--- src/rtl/mul_datapath.sv ---
// Add-shift datapath for the sequenced shift-add multiplier.
// Executes Load / Ad / Sh commands from the controller and reports the
// current multiplier bit (M) and the last-shift flag (K) back to it.
// The finished 2N-bit product is held with a valid flag until the next
// Load or reset.
module mul_datapath #(
    parameter int N  = 4,
    parameter int CW = (N > 1) ? $clog2(N) : 1
) (
    input  logic           Clk,
    input  logic           Reset,
    input  logic           Load,
    input  logic           Sh,
    input  logic           Ad,
    input  logic [N-1:0]   Mcand,
    input  logic [N-1:0]   Mplier,
    output logic           M,
    output logic           K,
    output logic [2*N-1:0] Product,
    output logic           PValid
);

    // acc_q[2N] catches the add carry; it is always shifted out again
    // before the result completes.
    logic [2*N:0]   acc_q,    acc_d;
    logic [N-1:0]   mcr_q,    mcr_d;
    logic [CW-1:0]  cnt_q,    cnt_d;
    logic           pvalid_q, pvalid_d;

    logic           last_shift;
    logic [N:0]     sum;
    logic [2*N:0]   added;

    assign last_shift = (cnt_q == CW'(N - 1));

    // Next-state computation: Load has priority, then add and/or shift.
    always_comb begin
        acc_d    = acc_q;
        mcr_d    = mcr_q;
        cnt_d    = cnt_q;
        pvalid_d = pvalid_q;
        sum      = {1'b0, acc_q[2*N-1:N]} + {1'b0, mcr_q};
        added    = Ad ? {sum, acc_q[N-1:0]} : acc_q;

        if (Load) begin
            acc_d    = {{(N+1){1'b0}}, Mplier};
            mcr_d    = Mcand;
            cnt_d    = '0;
            pvalid_d = 1'b0;
        end else if (Sh) begin
            // A combined Ad+Sh shifts the freshly added value.
            acc_d    = {1'b0, added[2*N:1]};
            cnt_d    = last_shift ? '0 : cnt_q + CW'(1);
            pvalid_d = pvalid_q | last_shift;
        end else if (Ad) begin
            acc_d    = added;
        end
    end

    // State registers; reset abandons any multiply in progress.
    always_ff @(posedge Clk or negedge Reset) begin
        if (!Reset) begin
            acc_q    <= '0;
            mcr_q    <= '0;
            cnt_q    <= '0;
            pvalid_q <= 1'b0;
        end else begin
            acc_q    <= acc_d;
            mcr_q    <= mcr_d;
            cnt_q    <= cnt_d;
            pvalid_q <= pvalid_d;
        end
    end

    assign M       = acc_q[0];
    assign K       = last_shift;
    assign Product = acc_q[2*N-1:0];
    assign PValid  = pvalid_q;

endmodule
--- config.mk ---
export PLATFORM = sky130hd
export DESIGN_NAME = mul_datapath
export DESIGN_NICKNAME = d
export VERILOG_FILES = /design/src/rtl/mul_datapath.sv
export SDC_FILE = /design/constraint.sdc
export NUM_CORES = 1
export LEC_CHECK = 0
export CORE_ASPECT_RATIO = 0.7
export CORE_MARGIN = 3
export CORE_UTILIZATION = 40
export DETAILED_ROUTE_END_ITERATION = 16
export DONT_BUFFER_PORTS = 1
export HOLD_SLACK_MARGIN = 0.08
export PLACE_DENSITY = 0.54
export SLEW_MARGIN = 20
export SYNTH_ARGS = -nofsm -noshare
export SYNTH_HDL_FRONTEND = slang
export SYNTH_SLANG_ARGS = --single-unit
--- constraint.sdc ---
create_clock -name Clk -period 5.2 [get_ports Clk]
set_clock_uncertainty 0.1 [all_clocks]
set_input_delay 0.78 -clock Clk [delete_from_list [all_inputs] [get_ports Clk]]
set_output_delay 0.78 -clock Clk [all_outputs]
set_load 0.1 [all_outputs]
==> summary.md, run 1 <==
- **peak clock frequency supported by timing** 0.417 GHz
- **result of the run** complete, no violations
- **largest fanout of any net on the critical path** 3
- **Post-Syn Instances** 89
- **Final Cycle Share** 0.461
- **Synth top area share** 0.422
- **sequential fraction of the synthesis area** 0.422
- **die outline width** 64.2 um
- **Core Box Area** 0.00221 mm^2
- **Mapped Avg Cell Area** 10.7 um^2
- **maximum vdd ir drop** 0.000131 V
- **Final TNS setup** 0 ns
- **count of pins on the block boundary** 24
- **total non-filler cell area in the finished layout** 935 um^2
- **fraction of final layout cells with drive strength greater than 1** 0.148
- **total CTS buffers** 3
- **sequence of cells on the critical path** ha_1 -> fa_1 -> and3_2 -> o32ai_1 -> nor4_1
- **Initial Utilization** 0.430
- **top_reg_cell synth** sky130_fd_sc_hd__dfrtp_1
- **Fin. Hold Viols** 0
- **wire length of the first global-routing pass** 2980 um
- **Setup CP Type** reg -> reg
- **GR Util met1** 0.173
- **violation count after the first detailed-route iteration** 18
- **DPL Wire Length** 1250 um
- **utilization after layout** 0.423
- **power per unit of standard cell area** 344 mW/mm^2
- **time the worst path needs with I/O delays and setup** 2.40 ns
- **detailed-route DRC error count** 0
- **largest net degree at the start of global routing** 21
- **root buffer cell** sky130_fd_sc_hd__clkbuf_4
- **clock tree from TritonCTS** yes
- **global routing usage on met2** 0.203
- **Max Root-Sink Buffers** 2
- **via count of the first global-routing pass** 614
- **global routing's busiest layer** met2
- **count of TritonRoute iterations in the first routing pass** 4
- **count of input and output buffers** 0
- **post-synthesis cell type with the largest combined area** sky130_fd_sc_hd__dfrtp_1
- **Yosys warning count** 0
- **type of the worst min-delay path** reg -> reg
- **number of enable flip-flop cells after synthesis** 0
- **CP peak stage delay** 0.76 ns
- **post-synthesis register bit count** 16
- **required time of the critical path** 5.28 ns
- **RSZ-0062 raised after global routing** false
- **number of distinct library cells after synthesis** 29
- **global-route track usage on met3** 0.0718
- **area of the die** 0.00300 mm^2
- **Max transition margin** 0.335
- **post-synthesis instance area** 948 um^2
- **residual antenna-violating net count after detailed routing** 0
- **antenna violations before repair** 0
- **# Post-CTS Setup Buffers** 0
- **MaxCap Viol Count** 0
- **cell area after placement** 898 um^2
- **final max-slew violation count** 0
- **Die H** 46.7 um
- **Worst Setup End Kind** flop
- **Wirelength per Cell** 15.7 um
- **Critical Path Slowest Stage Cell** sky130_fd_sc_hd__dfrtp_1
- **wire length reported by the detailed router** 1780 um
- **cell types occupying the most area after synthesis** sky130_fd_sc_hd__dfrtp_1 42%, sky130_fd_sc_hd__buf_4 8.7%, sky130_fd_sc_hd__ha_1 6.6%
- **post-synthesis to final-layout area growth** -1.45%
- **diodes inserted** 0
- **async set-or-reset flop fraction in the synthesized netlist** 1.00
- **worst-margin pin slew** 0.997 ns
- **sum of overflow across all layers after global routing** 0
- **Syn Nets** 108
- **H-tree Lvls** 1
- **standby leakage power** 0.425 nW
- **detailed-route vias per instance** 5.35
- **Num Clock Sinks** 16
- **final-report setup violation count** 0
- **endpoint arrival time on the critical path** 2.48 ns
- **Row Count** 14
- **Global Route Usage Sum** 0.135
- **total vias in the final route** 605
- **clock input transition at the sequential cells of the worst setup and hold paths** 0.10 ns
- **sort of element at the start of the critical path** flop
- **Final #Nets** 101
- **Routability Congestion** 0.856
- **clock latency at the later pin of the worst-skew pair** 0.29 ns
[layout make-up]
class / count / area [um^2]
Timing Repair Buffer: 1 / 10.0
Sequential cell: 16 / 402
Fill cell: 239 / 1270
Multi-Input combinational cell: 59 / 453
Clock buffer: 4 / 26.3
Tap cell: 32 / 40.0
Inverter: 1 / 3.75
[sequential cells by signal (all words and copies together), names as in the netlist]
| register | cells |
|---|---|
| acc_q | 9 |
| mcr_q | 4 |
| cnt_q | 2 |
| PValid | 1 |
[cells in the mapped netlist, types with 3 or more instances]
| library cell | number |
|---|---|
| sky130_fd_sc_hd__mux2_2 | 5 |
| sky130_fd_sc_hd__dfrtp_1 | 16 |
| sky130_fd_sc_hd__ha_1 | 5 |
| sky130_fd_sc_hd__nor2_1 | 7 |
| sky130_fd_sc_hd__buf_4 | 11 |
| sky130_fd_sc_hd__o21ai_0 | 4 |
| sky130_fd_sc_hd__mux2i_1 | 6 |
| sky130_fd_sc_hd__a211oi_1 | 4 |
| sky130_fd_sc_hd__nand2_1 | 5 |
| sky130_fd_sc_hd__a21oi_1 | 3 |
[critical path, delay by kind of cell (launching register included)]
kind | cells | cell delay (ns)
AND/OR/NAND/NOR | 2 | 0.31
adder cells (fa/ha/maj) | 2 | 0.86
flip-flops | 1 | 0.76
AO/OA/AOI/OAI | 1 | 0.28
[placed cells by master (no fill, tap or decap), types with 2 or more instances in the layout]
cell type	Yosys	routed
sky130_fd_sc_hd__and3_2	2	2
sky130_fd_sc_hd__xnor2_1	2	2
sky130_fd_sc_hd__mux2i_1	6	6
sky130_fd_sc_hd__a21o_1	2	2
sky130_fd_sc_hd__nand2_1	5	5
sky130_fd_sc_hd__nor2_1	7	7
sky130_fd_sc_hd__a211oi_1	4	4
sky130_fd_sc_hd__clkbuf_4	0	3
sky130_fd_sc_hd__a21oi_1	3	3
sky130_fd_sc_hd__o21ai_0	4	4
sky130_fd_sc_hd__dfrtp_1	16	15
sky130_fd_sc_hd__ha_1	5	5
sky130_fd_sc_hd__mux2_2	5	5
sky130_fd_sc_hd__a211o_1	2	2
[worst paths after layout]
check / start / to / slack [ns] / depth (start not counted)
max: acc_q[4] / acc_q[7] / 2.80 / 5
min: mcr_q[0] / mcr_q[0] / 0.42 / 1
max reg2reg: acc_q[4] / acc_q[7] / 2.80 / 5
min reg2reg: mcr_q[0] / mcr_q[0] / 0.42 / 1
max in group asynchronous: Reset / acc_q[0] / 3.58 / 1
min in group asynchronous: Reset / acc_q[7] / 0.90 / 1
[through the flow]
| stage | instances | setup slack [ns] | power (mW) | hold WS [ns] |
|---|---|---|---|---|
| after global routing | 113 | 2.72 | 0.346 | 0.402 |
| after CTS | 113 | 2.78 | 0.331 | 0.420 |
| after global placement | 108 | 2.81 | 0.252 | 0.385 |
| after floorplan | 89 | 2.98 | 0.260 | 0.384 |
| after detailed placement | 108 | 2.81 | 0.254 | 0.385 |
| final | 113 | 2.80 | 0.322 | 0.418 |
[cells by family after synthesis]
kind of cell,share of synthesized area
AND/OR/NAND/NOR,0.110
AO/OA/AOI/OAI,0.140
flip-flops,0.422
buffers and inverters,0.100
multiplexers,0.123
adder cells (fa/ha/maj),0.0871
XOR/XNOR,0.0185
[metal layers]
metal / vias up / share of wire
met4: 0 / 0
met5: - / 0
li1: 294 / -
met3: 0 / 0.079
met2: 19 / 0.42
met1: 292 / 0.50
[repair_timing]
item,in CTS,in global routing
gates resized for setup,0,0
hold buffers,1,0
endpoints found under the hold margin,16,0
[power breakdown]
part / leakage (nW) / total (mW) / switching, mW / internal (mW)
sequential: 0.201 / 0.203 / 0.0680 / 0.135
combinational: 0.208 / 0.0511 / 0.0253 / 0.0258
clock: 0.0150 / 0.0683 / 0.0385 / 0.0298
(Power assumes the default switching activity.)
==> inputs of run 2 (changes only) <==
Clock period 5.2 ns to 2.3 ns, I/O delays scaled along.
==> run 2 against run 1 <==
Effect of this change:
- count of clock-buffer cells in the layout is the same
- sequential share of layout area shrank 5.2 points
- critical path depth shrank 4
- wire length grew 11%
- highest routed layer is now met4
- non-clock buffer count grew 15
- setup slack lost 2.5 ns
- combinational power grew to 5.7 times the previous value
- core utilization grew 5.8 points
- first-iteration DRC count shrank 17%
==> summary.md, run 2 (synthesis gave the netlist of run 1 again) <==
- **result of the run** complete, no violations
- **RSZ-0062 raised after global routing** false
- **clock tree from TritonCTS** yes
- **clock latency at the later pin of the worst-skew pair** 0.29 ns
- **area of the die** 0.00300 mm^2
- **r2r setup slk** 0.47 ns
- **total CTS buffers** 3
- **Final TNS setup** 0 ns
- **number of non-filler instances in the completed layout** 128
- **worst-margin pin slew** 1.02 ns
- **sequence of cells on the critical path** ha_1
- **clock input transition at the sequential cells of the worst setup and hold paths** 0.10 ns
- **Critical Path Slowest Stage Cell** sky130_fd_sc_hd__ha_1
- **utilization after layout** 0.481
- **H-tree Lvls** 1
- **layout filler cell count** 213
- **Row Count** 14
- **endpoint of the worst register-to-register path** acc_q[7]
- **power per unit of standard cell area** 724 mW/mm^2
- **wire length reported by the detailed router** 1970 um
- **diodes inserted** 0
- **residual antenna-violating net count after detailed routing** 0
- **Worst Slack Setup Final** 0.336 ns
- **cell family with the largest share of critical-path delay** adder cells
- **count of pins on the block boundary** 24
- **detailed-route DRC error count** 0
- **wire length of the first global-routing pass** 3230 um
- **DPL Wire Length** 1320 um
- **number of buffer and inverter instances along the worst setup path** 0
- **largest net degree at the start of global routing** 20
- **largest fanout of any net on the critical path** 2
- **cell area after placement** 966 um^2
- **worst reg2reg startpoint** acc_q[4]
- **time the worst path needs with I/O delays and setup** 1.96 ns
- **worst hold-check slack** 0.101 ns
- **via count of the first global-routing pass** 693
- **root buffer cell** sky130_fd_sc_hd__clkbuf_4
- **top library cells by usage in the layout, fill and taps aside** 15 x sky130_fd_sc_hd__dfrtp_1, 9 x sky130_fd_sc_hd__buf_4, 7 x sky130_fd_sc_hd__nor2_1, 7 x sky130_fd_sc_hd__dlygate4sd3_1, 6 x sky130_fd_sc_hd__mux2i_1
- **Resized cells post-CTS** 0
- **Post-Place Setup Slack** 0.516 ns
- **fraction of final layout cells with drive strength greater than 1** 0.219
- **startpoint of the most critical hold path** Mcand[3]
- **post-synthesis to final-layout area growth** 12.0%
- **number of flip-flops under the largest register name** 9
- **Core Box Area** 0.00221 mm^2
- **peak clock frequency supported by timing** 0.509 GHz
- **# Post-CTS Setup Buffers** 0
- **Max Root-Sink Buffers** 2
- **Final #Nets** 116
- **Worst R2R Path Depth** 5
- **MaxCap Viol Count** 0
- **endpoint with the worst hold slack** mcr_q[3]
- **required time of the critical path** 1.86 ns
- **Worst Setup End Kind** output port
- **Initial Utilization** 0.430
- **Most flops, register** acc_q
- **Wirelength per Cell** 15.4 um
- **depth of the worst hold-timing path** 1
- **violation count after the first detailed-route iteration** 15
- **Num Clock Sinks** 16
- **Max transition margin** 0.322
- **final-report setup violation count** 0
- **sum of overflow across all layers after global routing** 0
- **quantity of hold-fixing buffers added after cts** 7
- **total vias in the final route** 671
- **Fin. Hold Viols** 0
- **number of placed instances with taps included** 117
- **total non-filler cell area in the finished layout** 0.00106 mm^2
- **maximum vdd ir drop** 0.000403 V
- **CP peak stage delay** 0.84 ns
- **standby leakage power** 0.496 nW
- **sort of element at the start of the critical path** flop
- **detailed-route vias per instance** 5.24
- **Die H** 46.7 um
- **type of the worst min-delay path** in -> reg
- **final max-slew violation count** 0
- **count of input and output buffers** 0
- **Routability Congestion** 0.791
- **top flop regs** acc_q x9, mcr_q x4, cnt_q x2
- **Final Cycle Share** 0.854
- **Global Route Usage Sum** 0.143
- **Setup CP Type** reg -> out
- **endpoint arrival time on the critical path** 1.52 ns
- **count of TritonRoute iterations in the first routing pass** 4
- **die outline width** 64.2 um
- **most common library cell in the layout ignoring fill and taps** sky130_fd_sc_hd__dfrtp_1
- **total power consumption of the routed design** 769 uW
- **antenna violations before repair** 0
-- run 2: changes by cell type in the layout (fill, tap and decap cells not counted) --
cell | previous run | this run
sky130_fd_sc_hd__buf_4 | 0 | 9
sky130_fd_sc_hd__dlygate4sd3_1 | 1 | 7
-- run 2: layout make-up --
cell class	count	area, um^2	area share
Clock buffer	4	26.3	0.0247
Inverter	1	3.75	0.00353
Tap cell	32	40.0	0.0377
Timing Repair Buffer	16	138	0.130
Multi-Input combinational cell	59	453	0.426
Sequential cell	16	402	0.378
-- run 2: worst register-to-register path, stage by stage (launching register included) --
cell and delay (ns):
sky130_fd_sc_hd__dfrtp_1 0.39, sky130_fd_sc_hd__ha_1 0.22, sky130_fd_sc_hd__fa_1 0.42, sky130_fd_sc_hd__and3_2 0.23, sky130_fd_sc_hd__o32ai_1 0.27, sky130_fd_sc_hd__nor4_1 0.08
-- run 2: metal layers --
layer	vias up	GRT usage	part of all wire	routed length, um
li1	322	-	-	-
met1	323	0.185	0.49	966
met2	24	0.222	0.44	861
met3	2	0.0646	0.068	134
met4	0	0.0420	0.0051	10
met5	-	0	0	0
-- run 2: how the worst max path moves through the flow --
stage	from	endpoint	cells past startpoint	slack, ns
3_5_place_dp	acc_q[4]	acc_q[7]	5	0.52
5_1_grt	cnt_q[0]	K	1	0.29
6_report	cnt_q[0]	K	1	0.34
4_1_cts	cnt_q[0]	K	1	0.32
2_1_floorplan	acc_q[0]	Product[0]	1	0.52
3_3_place_gp	acc_q[4]	acc_q[7]	5	0.53
-- run 2: report_power, final --
part	leakage (nW)	total (mW)	switching [mW]	internal [mW]
sequential	0.201	0.324	0.0164	0.307
clock	0.0150	0.156	0.0890	0.0674
combinational	0.280	0.289	0.204	0.0845
==> inputs of run 3 (changes only) <==
Settings changed: CTS_CLUSTER_DIAMETER from default to 40.
==> results of run 3 <==
Final layout, timing and power as in run 2 (identical DEF).
